$ cat src/rtl/fetch_prefetch_buffer.sv
// Fetch front end: sequential imem reads into an in-order {pc,instr} FIFO; redirect flushes and drops in-flight words.
// One cycle response-to-instr_F latency; define PREFETCH_BYPASS_EN for a same-cycle path when the FIFO is empty.
module fetch_prefetch_buffer #(
  parameter int          DEPTH    = 4,
  parameter logic [31:0] RESET_PC = 32'h0
) (
  input  logic        clk,
  input  logic        rst,
  output logic        imem_req_valid,
  output logic [31:0] imem_req_addr,
  input  logic        imem_req_ready,
  input  logic        imem_rsp_valid,
  input  logic [31:0] imem_rsp_data,
  input  logic        redirect,
  input  logic [31:0] redirect_pc,
  input  logic        stall_D,
  output logic [31:0] instr_F,
  output logic [31:0] PC_F,
  output logic [31:0] PCplus_4F,
  output logic        instr_valid_F
);

  localparam int          PW         = $clog2(DEPTH);
  localparam int          CW         = PW + 1;
  localparam logic [CW:0] L_CREDITS  = DEPTH[CW:0];
  localparam logic [CW-1:0] L_FULL   = DEPTH[CW-1:0];
  localparam logic [31:0] NOP        = 32'h00000013;

  logic [31:0]   r_fetch_pc;
  logic [31:0]   r_rsp_pc;
  logic [CW-1:0] r_count;
  logic [CW-1:0] r_outstanding;
  logic [CW-1:0] r_discard;
  logic [PW-1:0] r_wr_ptr;
  logic [PW-1:0] r_rd_ptr;
  logic [31:0]   r_mem_instr [DEPTH];
  logic [31:0]   r_mem_pc    [DEPTH];

  logic [CW:0]   w_inflight;
  logic          w_req_valid;
  logic          w_req_fire;
  logic          w_rsp_drop;
  logic          w_rsp_live;
  logic          w_bypass;
  logic          w_bypass_take;
  logic          w_push;
  logic          w_pop;
  logic [31:0]   w_redirect_pc;
  logic [CW-1:0] w_out_after_rsp;
  logic [CW-1:0] w_out_next;
  logic [31:0]   w_head_instr;
  logic [31:0]   w_head_pc;
  logic          w_unused;

  assign w_unused = ^redirect_pc[1:0];

  // Buffered plus outstanding words never exceed DEPTH, so every response has a slot.
  assign w_inflight    = {1'b0, r_count} + {1'b0, r_outstanding};
  assign w_req_valid   = !rst && !redirect && (w_inflight < L_CREDITS);
  assign w_req_fire    = w_req_valid && imem_req_ready;
  assign w_rsp_drop    = imem_rsp_valid && (r_discard != '0);
  assign w_rsp_live    = imem_rsp_valid && (r_discard == '0) && !redirect;
  assign w_redirect_pc = {redirect_pc[31:2], 2'b00};

`ifdef PREFETCH_BYPASS_EN
  assign w_bypass      = !rst && w_rsp_live && (r_count == '0);
  assign w_bypass_take = w_bypass && !stall_D;
`else
  assign w_bypass      = 1'b0;
  assign w_bypass_take = 1'b0;
`endif

  assign w_push = w_rsp_live && !w_bypass_take;
  assign w_pop  = (r_count != '0) && !stall_D && !redirect;

  // Requests are blocked during redirect, so this also yields the post-redirect count.
  assign w_out_after_rsp = r_outstanding - CW'(imem_rsp_valid);
  assign w_out_next      = w_out_after_rsp + CW'(w_req_fire);

  always_ff @(posedge clk or posedge rst) begin
    if (rst) begin
      r_fetch_pc    <= RESET_PC;
      r_rsp_pc      <= RESET_PC;
      r_count       <= '0;
      r_outstanding <= '0;
      r_discard     <= '0;
      r_wr_ptr      <= '0;
      r_rd_ptr      <= '0;
    end else begin
      r_outstanding <= w_out_next;
      if (redirect) begin
        r_fetch_pc <= w_redirect_pc;
        r_rsp_pc   <= w_redirect_pc;
        r_count    <= '0;
        r_discard  <= w_out_after_rsp;
        r_wr_ptr   <= '0;
        r_rd_ptr   <= '0;
      end else begin
        if (w_req_fire) begin
          r_fetch_pc <= r_fetch_pc + 32'd4;
        end
        if (w_rsp_live) begin
          r_rsp_pc <= r_rsp_pc + 32'd4;
        end
        if (w_rsp_drop) begin
          r_discard <= r_discard - CW'(1);
        end
        if (w_push) begin
          r_wr_ptr <= r_wr_ptr + PW'(1);
        end
        if (w_pop) begin
          r_rd_ptr <= r_rd_ptr + PW'(1);
        end
        r_count <= r_count + CW'(w_push) - CW'(w_pop);
      end
    end
  end

  always_ff @(posedge clk) begin
    if (w_push) begin
      r_mem_instr[r_wr_ptr] <= imem_rsp_data;
      r_mem_pc[r_wr_ptr]    <= r_rsp_pc;
    end
  end

  assign w_head_instr = r_mem_instr[r_rd_ptr];
  assign w_head_pc    = r_mem_pc[r_rd_ptr];

  always_comb begin
    instr_valid_F = 1'b0;
    instr_F       = NOP;
    PC_F          = 32'h0;
    PCplus_4F     = 32'h0;
    if (r_count != '0) begin
      instr_valid_F = 1'b1;
      instr_F       = w_head_instr;
      PC_F          = w_head_pc;
      PCplus_4F     = w_head_pc + 32'd4;
    end else if (w_bypass) begin
      instr_valid_F = 1'b1;
      instr_F       = imem_rsp_data;
      PC_F          = r_rsp_pc;
      PCplus_4F     = r_rsp_pc + 32'd4;
    end
  end

  assign imem_req_valid = w_req_valid;
  assign imem_req_addr  = r_fetch_pc;

  a_no_overflow: assert property (@(posedge clk) disable iff (rst) !(w_push && (r_count == L_FULL)));

endmodule
$ cat config.mk
export PLATFORM = sky130hd
export DESIGN_NAME = fetch_prefetch_buffer
export DESIGN_NICKNAME = d
export VERILOG_FILES = /design/src/rtl/fetch_prefetch_buffer.sv
export SDC_FILE = /design/constraint.sdc
export NUM_CORES = 1
export LEC_CHECK = 0
export ABC_AREA = 1
export CELL_PAD_IN_SITES_DETAIL_PLACEMENT = 0
export CELL_PAD_IN_SITES_GLOBAL_PLACEMENT = 1
export CORE_ASPECT_RATIO = 0.75
export CORE_UTILIZATION = 43
export CTS_CLUSTER_DIAMETER = 40
export DETAILED_ROUTE_END_ITERATION = 12
export PLACE_DENSITY = 0.89
export RECOVER_POWER = 50
export SYNTH_ARGS = -nofsm -noshare
export SYNTH_HDL_FRONTEND = slang
export SYNTH_SLANG_ARGS = --single-unit
$ cat constraint.sdc
create_clock -name clk -period 5.65 [get_ports clk]
set_input_delay 0.8475 -clock clk [delete_from_list [all_inputs] [get_ports clk]]
set_output_delay 0.8475 -clock clk [all_outputs]
set_load 0.005 [all_outputs]
# Yosys cells after proc, flatten, opt, wreduce, memory -nomap -nowiden
# Memories as Yosys holds them, arrays and structs flattened.
# Index checks and enable logic that the tools add are counted.
dict set report totals {
  reg_bits 77
  n_memories 2
  mem_bits_rw 256
  inputBits 70
}
# name words word_bits rd rd_ports_with_merged_regs wr line_no
set mem_list {}
lappend mem_list {r_mem_instr 4 32 1 0 1 36} ;# logic [31:0] r_mem_instr [DEPTH];
lappend mem_list {r_mem_pc 4 32 1 0 1 37} ;# logic [31:0] r_mem_pc [DEPTH];
dict set report op_classes {
  muxes 17
  addsub 11
  n_lt_le_gt_ge 1
  reduce_logical 18
}
# op count
set ops {}
lappend ops {{$mux W32} 7}
lappend ops {{$add A32 B3 Y32 const B} 3}
lappend ops {{$mux W3} 3}
lappend ops {{$logic_and A1 B1 Y1} 8}
lappend ops {{$mux W2} 4}
lappend ops {{$reduce_bool A2 Y1} 4}
lappend ops {{$add A3 B1 Y3} 2}
lappend ops {{$reduce_bool A3 Y1} 2}
lappend ops {{$sub A3 B1 Y3} 2}
lappend ops {{$add A2 B1 Y2 const B} 2}
lappend ops {{$add A3 B3 Y4} 1}
lappend ops {{$lt A4 B3 Y1 const B} 1}
lappend ops {{$logic_not A1 Y1} 3}
lappend ops {{$logic_not A3 Y1} 1}
lappend ops {{$mux W1} 3}
lappend ops {{$sub A3 B1 Y3 const B} 1}

# Logic depth before layout (Yosys ltp)
# Gate-level depths: netlist of run 1.
dict set report logic_depth {
  word_depth 6
  depth_mapped 16
  ltp_nobuf 14
}

# Worst setup path after synthesis of run 1
# OpenSTA, ideal clock, no wires.
dict set report synth_path {
  path_kind {input to register}
  start {input port imem_rsp_valid}
  end {memory r_mem_instr[0][0], enable pin}
  required_ps 5168
  cell_stages 7
  setup_time_ps 482
  path_slack_ps 786
  path_buffers 1
  arrival_time_ps 4381
  cell_sequence {inv_1 > nor3_4 > inv_1 > nor2_1 > inv_1 > clkbuf_1 > nor2_1}
}
dict set report synth_between {
  elab_chain_len 4
}
# item line_no
set synth_rtl {}
lappend synth_rtl {{start: declaration} 12} ;# input logic imem_rsp_valid,
lappend synth_rtl {{$logic_and A1 B1 Y1 (2 in series)} 62} ;# assign w_rsp_live = imem_rsp_valid && (r_discard == '0) && !redirect;
lappend synth_rtl {{$mux W1} 120} ;# if (w_push) begin
lappend synth_rtl {{$mux W1 (not written as such)} 121} ;# r_mem_instr[r_wr_ptr] <= imem_rsp_data;
lappend synth_rtl {{end: declaration} 36}
# No other way between the ends.

# Worst setup path after layout of run 1
dict set report layout_path {
  start {register r_rd_ptr[0]}
  end {output port PCplus_4F[25]}
}
dict set report layout_between {
  elab_chain_len 3
}
# item line_no
set layout_rtl {}
lappend layout_rtl {{start: declaration} 35} ;# logic [PW-1:0] r_rd_ptr;
lappend layout_rtl {{start signal: assignment} 112} ;# r_rd_ptr <= r_rd_ptr + PW'(1);
lappend layout_rtl {{$mem_v2 Z4 W32} n/a}
lappend layout_rtl {{$add A32 B3 Y32} 138} ;# PCplus_4F = w_head_pc + 32'd4;
lappend layout_rtl {{$mux W32} 134} ;# if (r_count != '0) begin
lappend layout_rtl {{end: declaration} 19} ;# output logic [31:0] PCplus_4F,
# No other way between the ends.

==> results of run 1 <==
==> worst paths after layout <==
kind	start	end	slack, ps	cells past startpoint
worst max-delay path	r_rd_ptr[0]	PCplus_4F[25]	760	13
min in group asynchronous	rst	r_rsp_pc[23]	1030	2
max in group asynchronous	rst	imem_req_addr[29]	1430	3
worst max register to register	r_discard[0]	r_count[2]	1670	15
worst min-delay path	imem_req_addr[30]	imem_req_addr[30]	530	2
worst min register to register	imem_req_addr[30]	imem_req_addr[30]	530	2
==> per-stage QoR <==
stage	power (mW)	std cells
after floorplan	4.65	1813
after global placement	5.98	2438
after detailed placement	6.03	2438
after CTS	8.50	2507
after global routing	8.90	2508
final	8.40	2508
==> final cells by class <==
class	count	area, sq um
tap	496	621
multi-input combinational	1292	5850
sequential	321	9280
clock inverter	20	241
antenna	1	2.50
timing repair buffer	210	2100
inverter	119	452
clock buffer	49	1020
fill	3227	16700
==> registers in the layout (all words and copies together), names as in the netlist <==
name	flops
imem_req_addr	30
r_count	3
r_discard	3
r_mem_instr	128
r_mem_pc	120
r_outstanding	3
r_rd_ptr	2
r_rsp_pc	30
r_wr_ptr	2
==> cells by family after synthesis <==
kind of cell,after synthesis,share of synthesized area
buffers and inverters,200,0.0556
XOR/XNOR,23,0.0126
AO/OA/AOI/OAI,217,0.0763
AND/OR/NAND/NOR,1028,0.261
other,1,0.000235
flip-flops,321,0.580
adder cells (fa/ha/maj),18,0.0146
==> worst register-to-register path, stage by stage, from the launching register on <==
cell and delay (ps):
sky130_fd_sc_hd__dfrtp_1 370, sky130_fd_sc_hd__inv_1 100, sky130_fd_sc_hd__ha_1 180, sky130_fd_sc_hd__inv_1 50, sky130_fd_sc_hd__nor3_1 830, sky130_fd_sc_hd__inv_1 320
sky130_fd_sc_hd__nor2_1 210, sky130_fd_sc_hd__inv_1 50, sky130_fd_sc_hd__clkbuf_1 410, sky130_fd_sc_hd__ha_1 440, sky130_fd_sc_hd__inv_1 50, sky130_fd_sc_hd__ha_1 130
sky130_fd_sc_hd__inv_1 50, sky130_fd_sc_hd__fa_1 370, sky130_fd_sc_hd__and3_1 170, sky130_fd_sc_hd__nor3_1 160
==> where the power goes <==
part,internal [mW],switching [mW]
logic,1.21,1.75
clock network,1.48,0.971
registers,2.77,0.215
==> placed cells by master (no fill, tap or decap), types with 3 or more instances in the layout <==
master                            count
sky130_fd_sc_hd__xor2_1              18
sky130_fd_sc_hd__nand2_2              3
sky130_fd_sc_hd__clkinv_2             5
sky130_fd_sc_hd__o311ai_0             5
sky130_fd_sc_hd__o211ai_1            29
sky130_fd_sc_hd__bufinv_16            4
sky130_fd_sc_hd__a31oi_1              7
sky130_fd_sc_hd__xnor2_1              5
sky130_fd_sc_hd__buf_4               10
sky130_fd_sc_hd__o21bai_1             3
sky130_fd_sc_hd__ha_1                17
sky130_fd_sc_hd__a22oi_1              3
sky130_fd_sc_hd__dlygate4sd3_1       64
sky130_fd_sc_hd__nor2_1             304
sky130_fd_sc_hd__nand4_1             13
sky130_fd_sc_hd__inv_2                3
sky130_fd_sc_hd__buf_12               5
sky130_fd_sc_hd__nand2_1            537
sky130_fd_sc_hd__dfrtp_1             71
sky130_fd_sc_hd__nor3_1              26
sky130_fd_sc_hd__inv_1              114
sky130_fd_sc_hd__o221ai_1             3
sky130_fd_sc_hd__o21ai_0            104
sky130_fd_sc_hd__nor2_2              12
sky130_fd_sc_hd__nand3_1            119
sky130_fd_sc_hd__clkinv_1             3
sky130_fd_sc_hd__a21oi_1             59
sky130_fd_sc_hd__conb_1               6
sky130_fd_sc_hd__nor2_4               4
sky130_fd_sc_hd__clkdlybuf4s50_1    126
sky130_fd_sc_hd__edfxtp_1           248
sky130_fd_sc_hd__clkbuf_1            13
sky130_fd_sc_hd__inv_6                6
sky130_fd_sc_hd__nor4_1               3
sky130_fd_sc_hd__clkbuf_16           39
==> routing by layer <==
metal,vias up,routed length [microns],global-route usage,part of all wire
li1,6376,-,-,-
met1,6081,20100,0.333,0.47
met2,431,18800,0.345,0.44
met3,63,2930,0.0338,0.069
met4,0,784,0.0580,0.018
met5,-,0,0,0
==> metrics list, run 1 <==
- The routed design has between 40000 and 50000 microns of wire.
- Share of the synthesized area in the top cell type: 0.466
- At the end of the flow, the number of nets in the layout was 2070.
* Setup repair after global routing missed its margin: no
- Measured against its own limit, the worst slew margin works out to -0.861.
* Count of flip-flops with a built-in enable after synthesis: approximately 250
- The initialized floorplan defines 60 standard-cell rows.
* Drt first pass iters: 5
- The detailed router finished its first iteration with 1089 violations.
* Cell class contributing the biggest share of worst-path delay: buffers and inverters
- The analysis attributes to cell leakage a power of ~7.7 nW.
* Pre-CTS setup slack: ~1300 ps
* Most frequent cell after synthesis: sky130_fd_sc_hd__nand2_1
* GRT Total Usage: 0.225
- Critical setup path kind: reg2out
* Wire length of the first global-routing pass: roughly 67000 microns
- Area growth from synthesis to layout: 22.4%
- Subtracting the final worst setup slack from the clock period gives around 4900 ps.
- After clock tree synthesis, the clock-pin slew on the worst setup and hold paths is 60 ps.
* CTS HTree Levels: 2
- Dominant register cell in the synthesized netlist: sky130_fd_sc_hd__edfxtp_1
* Weighted congestion reported at the end of routability-driven placement: 0.899
- The total overflow left after global routing is 0.
* Width of the die: approximately 220 microns
* Number of failing hold endpoints at the final stage: 0
- Buffers placed on the I/O ports in this run total 191.
- Final worst path period share: 0.866
- In this run the vertical extent of the chip is approximately 170 microns.
* Via-to-Cell Ratio: a little over 5
* Worst vdd rail ir drop: approximately 270 uV
- HP Class: reg2reg
* Crit path max fanout: 69
- CTS Hold Buffers Added: 0
* Fraction of layout instances using a drive strength above 1: 0.0512
- The worst setup path is captured at an output pin.
- Across the routed clock network, the largest skew measured is 23.4 ps.
- Once the clock tree was built, the setup fixing pass inserted 0 buffers.
- Root buf cell: sky130_fd_sc_hd__clkbuf_16
- Summing all non-filler instances in the final layout gives an area of ~0.02 sq mm.
- Pin count of the biggest net entering global routing: 134
- Worst path bufs/invs: 4
* Highest-delay cell along the critical path: sky130_fd_sc_hd__buf_4
* Mean area per synthesized cell: 8.84 sq um
- Vias in the first global route: 12100
- In this run, distinct cell masters in the synthesized netlist total 42.
- The number of antenna violations at the first check in global routing was 1.
- TritonCTS clock tree: done
- The longest clock path from root to sink contains 3 buffers.
* Ys Warns: 0
- FMAX: around 200 MHz
- Ordered list of cells on the worst path: buf_4 -> buf_4 -> nand2_1 -> nand3_1 -> nand2_1 -> nor2_1 -> nand2_1 -> nor2_1 -> nand3_1 -> nand2_1 -> inv_1 -> nor2_1 -> clkdlybuf4s50_1
- Portion of the post-synthesis area used by sequential elements: 0.580
- Sorting the synthesized cells by area gives the leading types as sky130_fd_sc_hd__edfxtp_1 (47%), sky130_fd_sc_hd__nand2_1 (13%), sky130_fd_sc_hd__dfrtp_1 (11%).
* Count of state elements after synthesis: 321
- Number of clock sinks: 321
* Vias after detailed routing: roughly 13000
* Combined area of all synthesized cells: approximately 0.016 sq mm
- The flow ran to the end, but the final reports show violations.
- The worst setup path is launched from a flip-flop.
- Counting instances in the post-synthesis netlist gives the leading cell types as sky130_fd_sc_hd__nand2_1 (537), sky130_fd_sc_hd__nor2_1 (307), sky130_fd_sc_hd__edfxtp_1 (248).
- Placement-stage cell area: between 0.015 and 0.02 sq mm
* Arrival time reported for the critical path endpoint: ~4000 ps
- In the routed design, unresolved DRC markers number 0.
* Hold WS: approximately 530 ps
* Number of top-level pins: 200
- In this run the standard cell core region covers roughly 0.036 sq mm.
- Share of the core filled with cells: 0.540
- Cell with the most instances on the worst path: sky130_fd_sc_hd__nand2_1
- Summed over all instances, the cell type with the most area after synthesis is sky130_fd_sc_hd__edfxtp_1.
- ANT nets after route: 0
* Initial core utilization: 0.441
- For the pin with the worst max-slew slack, the measured transition is roughly 2800 ps.
- Async SR Flop Fraction: 0.227
- The final reports fail on capacitance limit, slew limit.
- Clock latency at the later pin of the worst-skew pair: about 530 ps
- Maximum Capacitance Violations: 1
- Endpoint required time on the critical path: roughly 4800 ps
- For this run, the slowest stage of the critical path takes slightly below 700 ps.
- The floorplan step defined a die boundary enclosing about 0.038 sq mm.
- Setup violations remaining at the end of the flow were counted as 0.
- Final WS setup: approximately 760 ps
- In the final timing run, aggregate negative setup slack is 0 ps.
- The cell count after synthesis came out at around 1800.
- Number of buffers inserted during clock tree synthesis: 38
- The HPWL after detailed placement is ~28000 microns.
- The max-slew violation count was a little under 50.
* Drt wl/cell: ~17 microns
- Post-CTS repair changed the size of 0 cells.
- Cell Pwr Density: roughly 430 mW/mm^2
No activity file was read; power rests on OpenSTA's default activity.
==> run 2, diff against run 1 <==
--- a/config.mk
+++ b/config.mk
@@ -8,7 +8,6 @@
 export ABC_AREA = 1
 export CELL_PAD_IN_SITES_DETAIL_PLACEMENT = 0
 export CELL_PAD_IN_SITES_GLOBAL_PLACEMENT = 1
-export CORE_ASPECT_RATIO = 0.75
 export CORE_UTILIZATION = 43
 export CTS_CLUSTER_DIAMETER = 40
 export DETAILED_ROUTE_END_ITERATION = 12
==> run 2 against run 1 <==
Against the previous run: the run now ends clean; utilization is 0.33 points lower; clock power is 4% higher; non-clock buffer count is 2 lower; wire length is 1.8% lower; worst hold slack worse by 6.8 ps; worst setup slack better by 59 ps; clock skew is 5.1 ps lower; first-iteration DRC count is 4.5% lower; critical path type unchanged.
==> metrics list, run 2 (synthesis results as in run 1) <==
* Crit end category: output pin
- The wire length after detailed routing was 41800 microns (-1.8%).
- The maximum fanout count along the critical path was 100 (+45%).
* HP Class: reg2reg
- The starting utilization of the core area was 0.437 (-0.00422).
- Drt wl/cell: 16.8 microns (-0.83%)
* Post-route setup TNS: 0 ps (unchanged)
* Total met2 wirelength after detailed routing: 19800 microns (+5.7%)
* Detailed placer's ending HPWL: 27300 microns (-3.7%)
- The leakage component of the power came to 7.77 nW (+0.40%).
- Number of failing hold endpoints at the final stage: 0 (unchanged)
- Run status: finished clean
* Min Tclk post-route: 4830 ps (-59.0 ps)
- The maximum number of buffers from clock root to sink was 3 (unchanged).
- Wire length of the first global-routing pass: 66400 microns (-0.42%)
* Vias in the first global route: 12500 (+3.9%)
- Leading cell types in the layout, fill and taps excluded: sky130_fd_sc_hd__nand2_1 (537), sky130_fd_sc_hd__nor2_1 (302), sky130_fd_sc_hd__edfxtp_1 (248), sky130_fd_sc_hd__clkdlybuf4s50_1 (126), sky130_fd_sc_hd__nand3_1 (119)
- The worst relative slew slack came to 0.214 (+1.08).
- Leaving out fill and tap cells, the most frequent cell in the layout is sky130_fd_sc_hd__nand2_1.
* Number of clock sinks: 321 (unchanged)
- Number of fill cells in the layout: 3242 (+0.46%)
- Met3 wire length: 2530 microns (-14%)
- Critical Path Source Type: flip-flop
* Endpoint required time on the critical path: 4800 ps (about the same)
- The post-cts repair resize count is 0 (unchanged).
* Std cell rows: 70 (+17%)
- Number of antenna violations at the first check in global routing: 0 (-1)
- Number of antenna diodes: 0 (-1)
- Die height: 195 microns (+15%)
- The level count of the clock H-tree came to 2 (unchanged).
- The largest registers in the layout are r_mem_instr (128), r_mem_pc (120).
- The highest metal layer carrying signal wires in the routed design is met4.
* CTS Hold Buffers Added: 0 (unchanged)
* Placement-stage cell area: 0.0183 sq mm (-0.34%)
- Cell Pwr Density: 434 mW/mm^2 (+0.97%)
- The latest clock arrival within the worst-skew pair was 530 ps (about the same).
* Final worst path period share: 0.855 (-0.0104)
- The sum of routed wire segments on met1 came to 18700 microns (-6.9%).
- Area growth from synthesis to layout: 22.8%
- Setup repair after global routing missed its margin: no
- Area of the die: 0.0380 sq mm (about the same)
- The worst setup skew after layout came to 18.3 ps (-5.08 ps).
- The DRC violation count after routing came to 0 (unchanged).
* Largest register FFs: 128 (unchanged)
- The max-capacitance violation count was 0 (-1).
- The count of port buffers added during placement was 191 (unchanged).
- Clock tree synthesis selected as its root buffer the cell sky130_fd_sc_hd__clkbuf_16.
- GRT Total Usage: 0.221 (-0.00430)
- The number of antenna-violating nets in the routed design was 0 (unchanged).
- The post-route standard cell area excluding fillers came to 0.0196 sq mm (+0.35%).
* Transition time of the tightest slew-check pin: 1170 ps (-1620 ps)
- The number of setup violations in the final report is 0 (unchanged).
* Number of buffers inserted during clock tree synthesis: 41 (+7.9%)
- The x dimension of the die was 195 microns (-13%).
* Vias after detailed routing: 12900 (-0.39%)
* Fraction of layout instances using a drive strength above 1: 0.0571 (+0.00585)
* FMAX: 207 MHz (+1.2%)
- The max-slew violation count is 0 (-100%).
* Via-to-Cell Ratio: 5.20 (+0.61%)
- The number of post-CTS setup repair buffers is 0 (unchanged).
* Layout net count: 2071 (+0.048%)
- The length of the first detailed-routing pass in iterations came to 5 (unchanged).
* Worst vdd rail ir drop: 294 uV (+8.6%)
- GRT Residual Overflow: 0 (unchanged)
- TritonCTS built the clock tree.
* Core region area: 0.0366 sq mm (+0.97%)
* Clock transition at path regs: 50 ps (about the same)
* Number of cell instances on the worst register-to-register path: 14 (-1)
- First-iteration detailed-routing DRC count: 1040 (-4.5%)
* Arrival time reported for the critical path endpoint: 3980 ps (-60 ps)
* Pin count of the biggest net entering global routing: 101 (-25%)
- The critical path is of the reg2out type.
* Number of top-level pins: 200 (unchanged)
- Weighted congestion reported at the end of routability-driven placement: 0.851 (-5.3%)
* Number of stages on the worst hold path: 2 (unchanged)
- The register with the most flip-flops in the final layout is r_mem_instr.
[run 2: cell count changes in the layout (fill, tap and decap cells not counted), sizes merged]
cell	previous run	this run
diode	1	0
clkinvlp	0	5
inv	124	129
clkinv	11	10
clkbuf	53	48
bufinv	4	3
buf	16	17
[run 2: stage by stage]
| step | total power [mW] | cells | util | setup WS, ps | hold slack [ps] |
|---|---|---|---|---|---|
| 2_1_floorplan | 4.65 | 1813 | - | 786 | 491 |
| 3_3_place_gp | 5.96 | 2408 | 0.499 | 1380 | 519 |
| 3_5_place_dp | 6.01 | 2408 | 0.499 | 1340 | 510 |
| 4_1_cts | 8.59 | 2483 | 0.537 | 775 | 534 |
| 5_1_grt | 9.01 | 2483 | 0.536 | 450 | 556 |
| 6_report | 8.52 | 2483 | 0.536 | 819 | 525 |
[run 2: area by class of cell]
type | instances | area (sq um) | share of cell area
sequential | 321 | 9280 | 0.473
multi-input combinational | 1292 | 5870 | 0.299
timing repair buffer | 208 | 2080 | 0.106
clock buffer | 47 | 1070 | 0.0545
tap | 468 | 586 | 0.0298
inverter | 119 | 452 | 0.0230
clock inverter | 28 | 303 | 0.0154
[run 2: power by group]
group | switching (mW) | internal [mW]
clock network | 1.04 | 1.54
registers | 0.232 | 2.77
logic | 1.73 | 1.21
[run 2: per-layer routing]
layer | track usage | vias to the layer above
met4 | 0.0557 | 0
met5 | 0 | -
met2 | 0.369 | 401
li1 | - | 6374
met1 | 0.307 | 6067
met3 | 0.0245 | 58
[run 2: worst max-delay path, cell delays in order (launching register included)]
cell and delay (ps):
sky130_fd_sc_hd__dfrtp_4 680, sky130_fd_sc_hd__buf_4 900, sky130_fd_sc_hd__nand2_1 180, sky130_fd_sc_hd__nand2_1 120, sky130_fd_sc_hd__nand2_1 60, sky130_fd_sc_hd__nand2_1 150
sky130_fd_sc_hd__nand2_1 100, sky130_fd_sc_hd__nor2_1 180, sky130_fd_sc_hd__nand2_1 140, sky130_fd_sc_hd__nor2_4 150, sky130_fd_sc_hd__nand2_1 70, sky130_fd_sc_hd__nand2_1 60
sky130_fd_sc_hd__inv_1 40, sky130_fd_sc_hd__nor2_1 100, sky130_fd_sc_hd__clkdlybuf4s50_1 520
[run 2: path summary, 6_finish.rpt]
path                                        start                end  slack [ps]
worst min register to register  imem_req_addr[30]  imem_req_addr[30]         530
max in group asynchronous                     rst        r_rd_ptr[0]        3770
worst max register to register       r_discard[0]         r_count[2]        2080
worst min-delay path            imem_req_addr[30]  imem_req_addr[30]         530
worst max-delay path                  r_rd_ptr[0]      PCplus_4F[26]         820
min in group asynchronous                     rst       r_discard[1]        1090
==> run 3, diff against run 2 <==
--- a/config.mk
+++ b/config.mk
@@ -16,3 +16,4 @@
 export SYNTH_ARGS = -nofsm -noshare
 export SYNTH_HDL_FRONTEND = slang
 export SYNTH_SLANG_ARGS = --single-unit
+export TNS_END_PERCENT = 50
==> results of run 3 <==
Same layout as run 2: the final DEF is identical, and so are final timing and power.
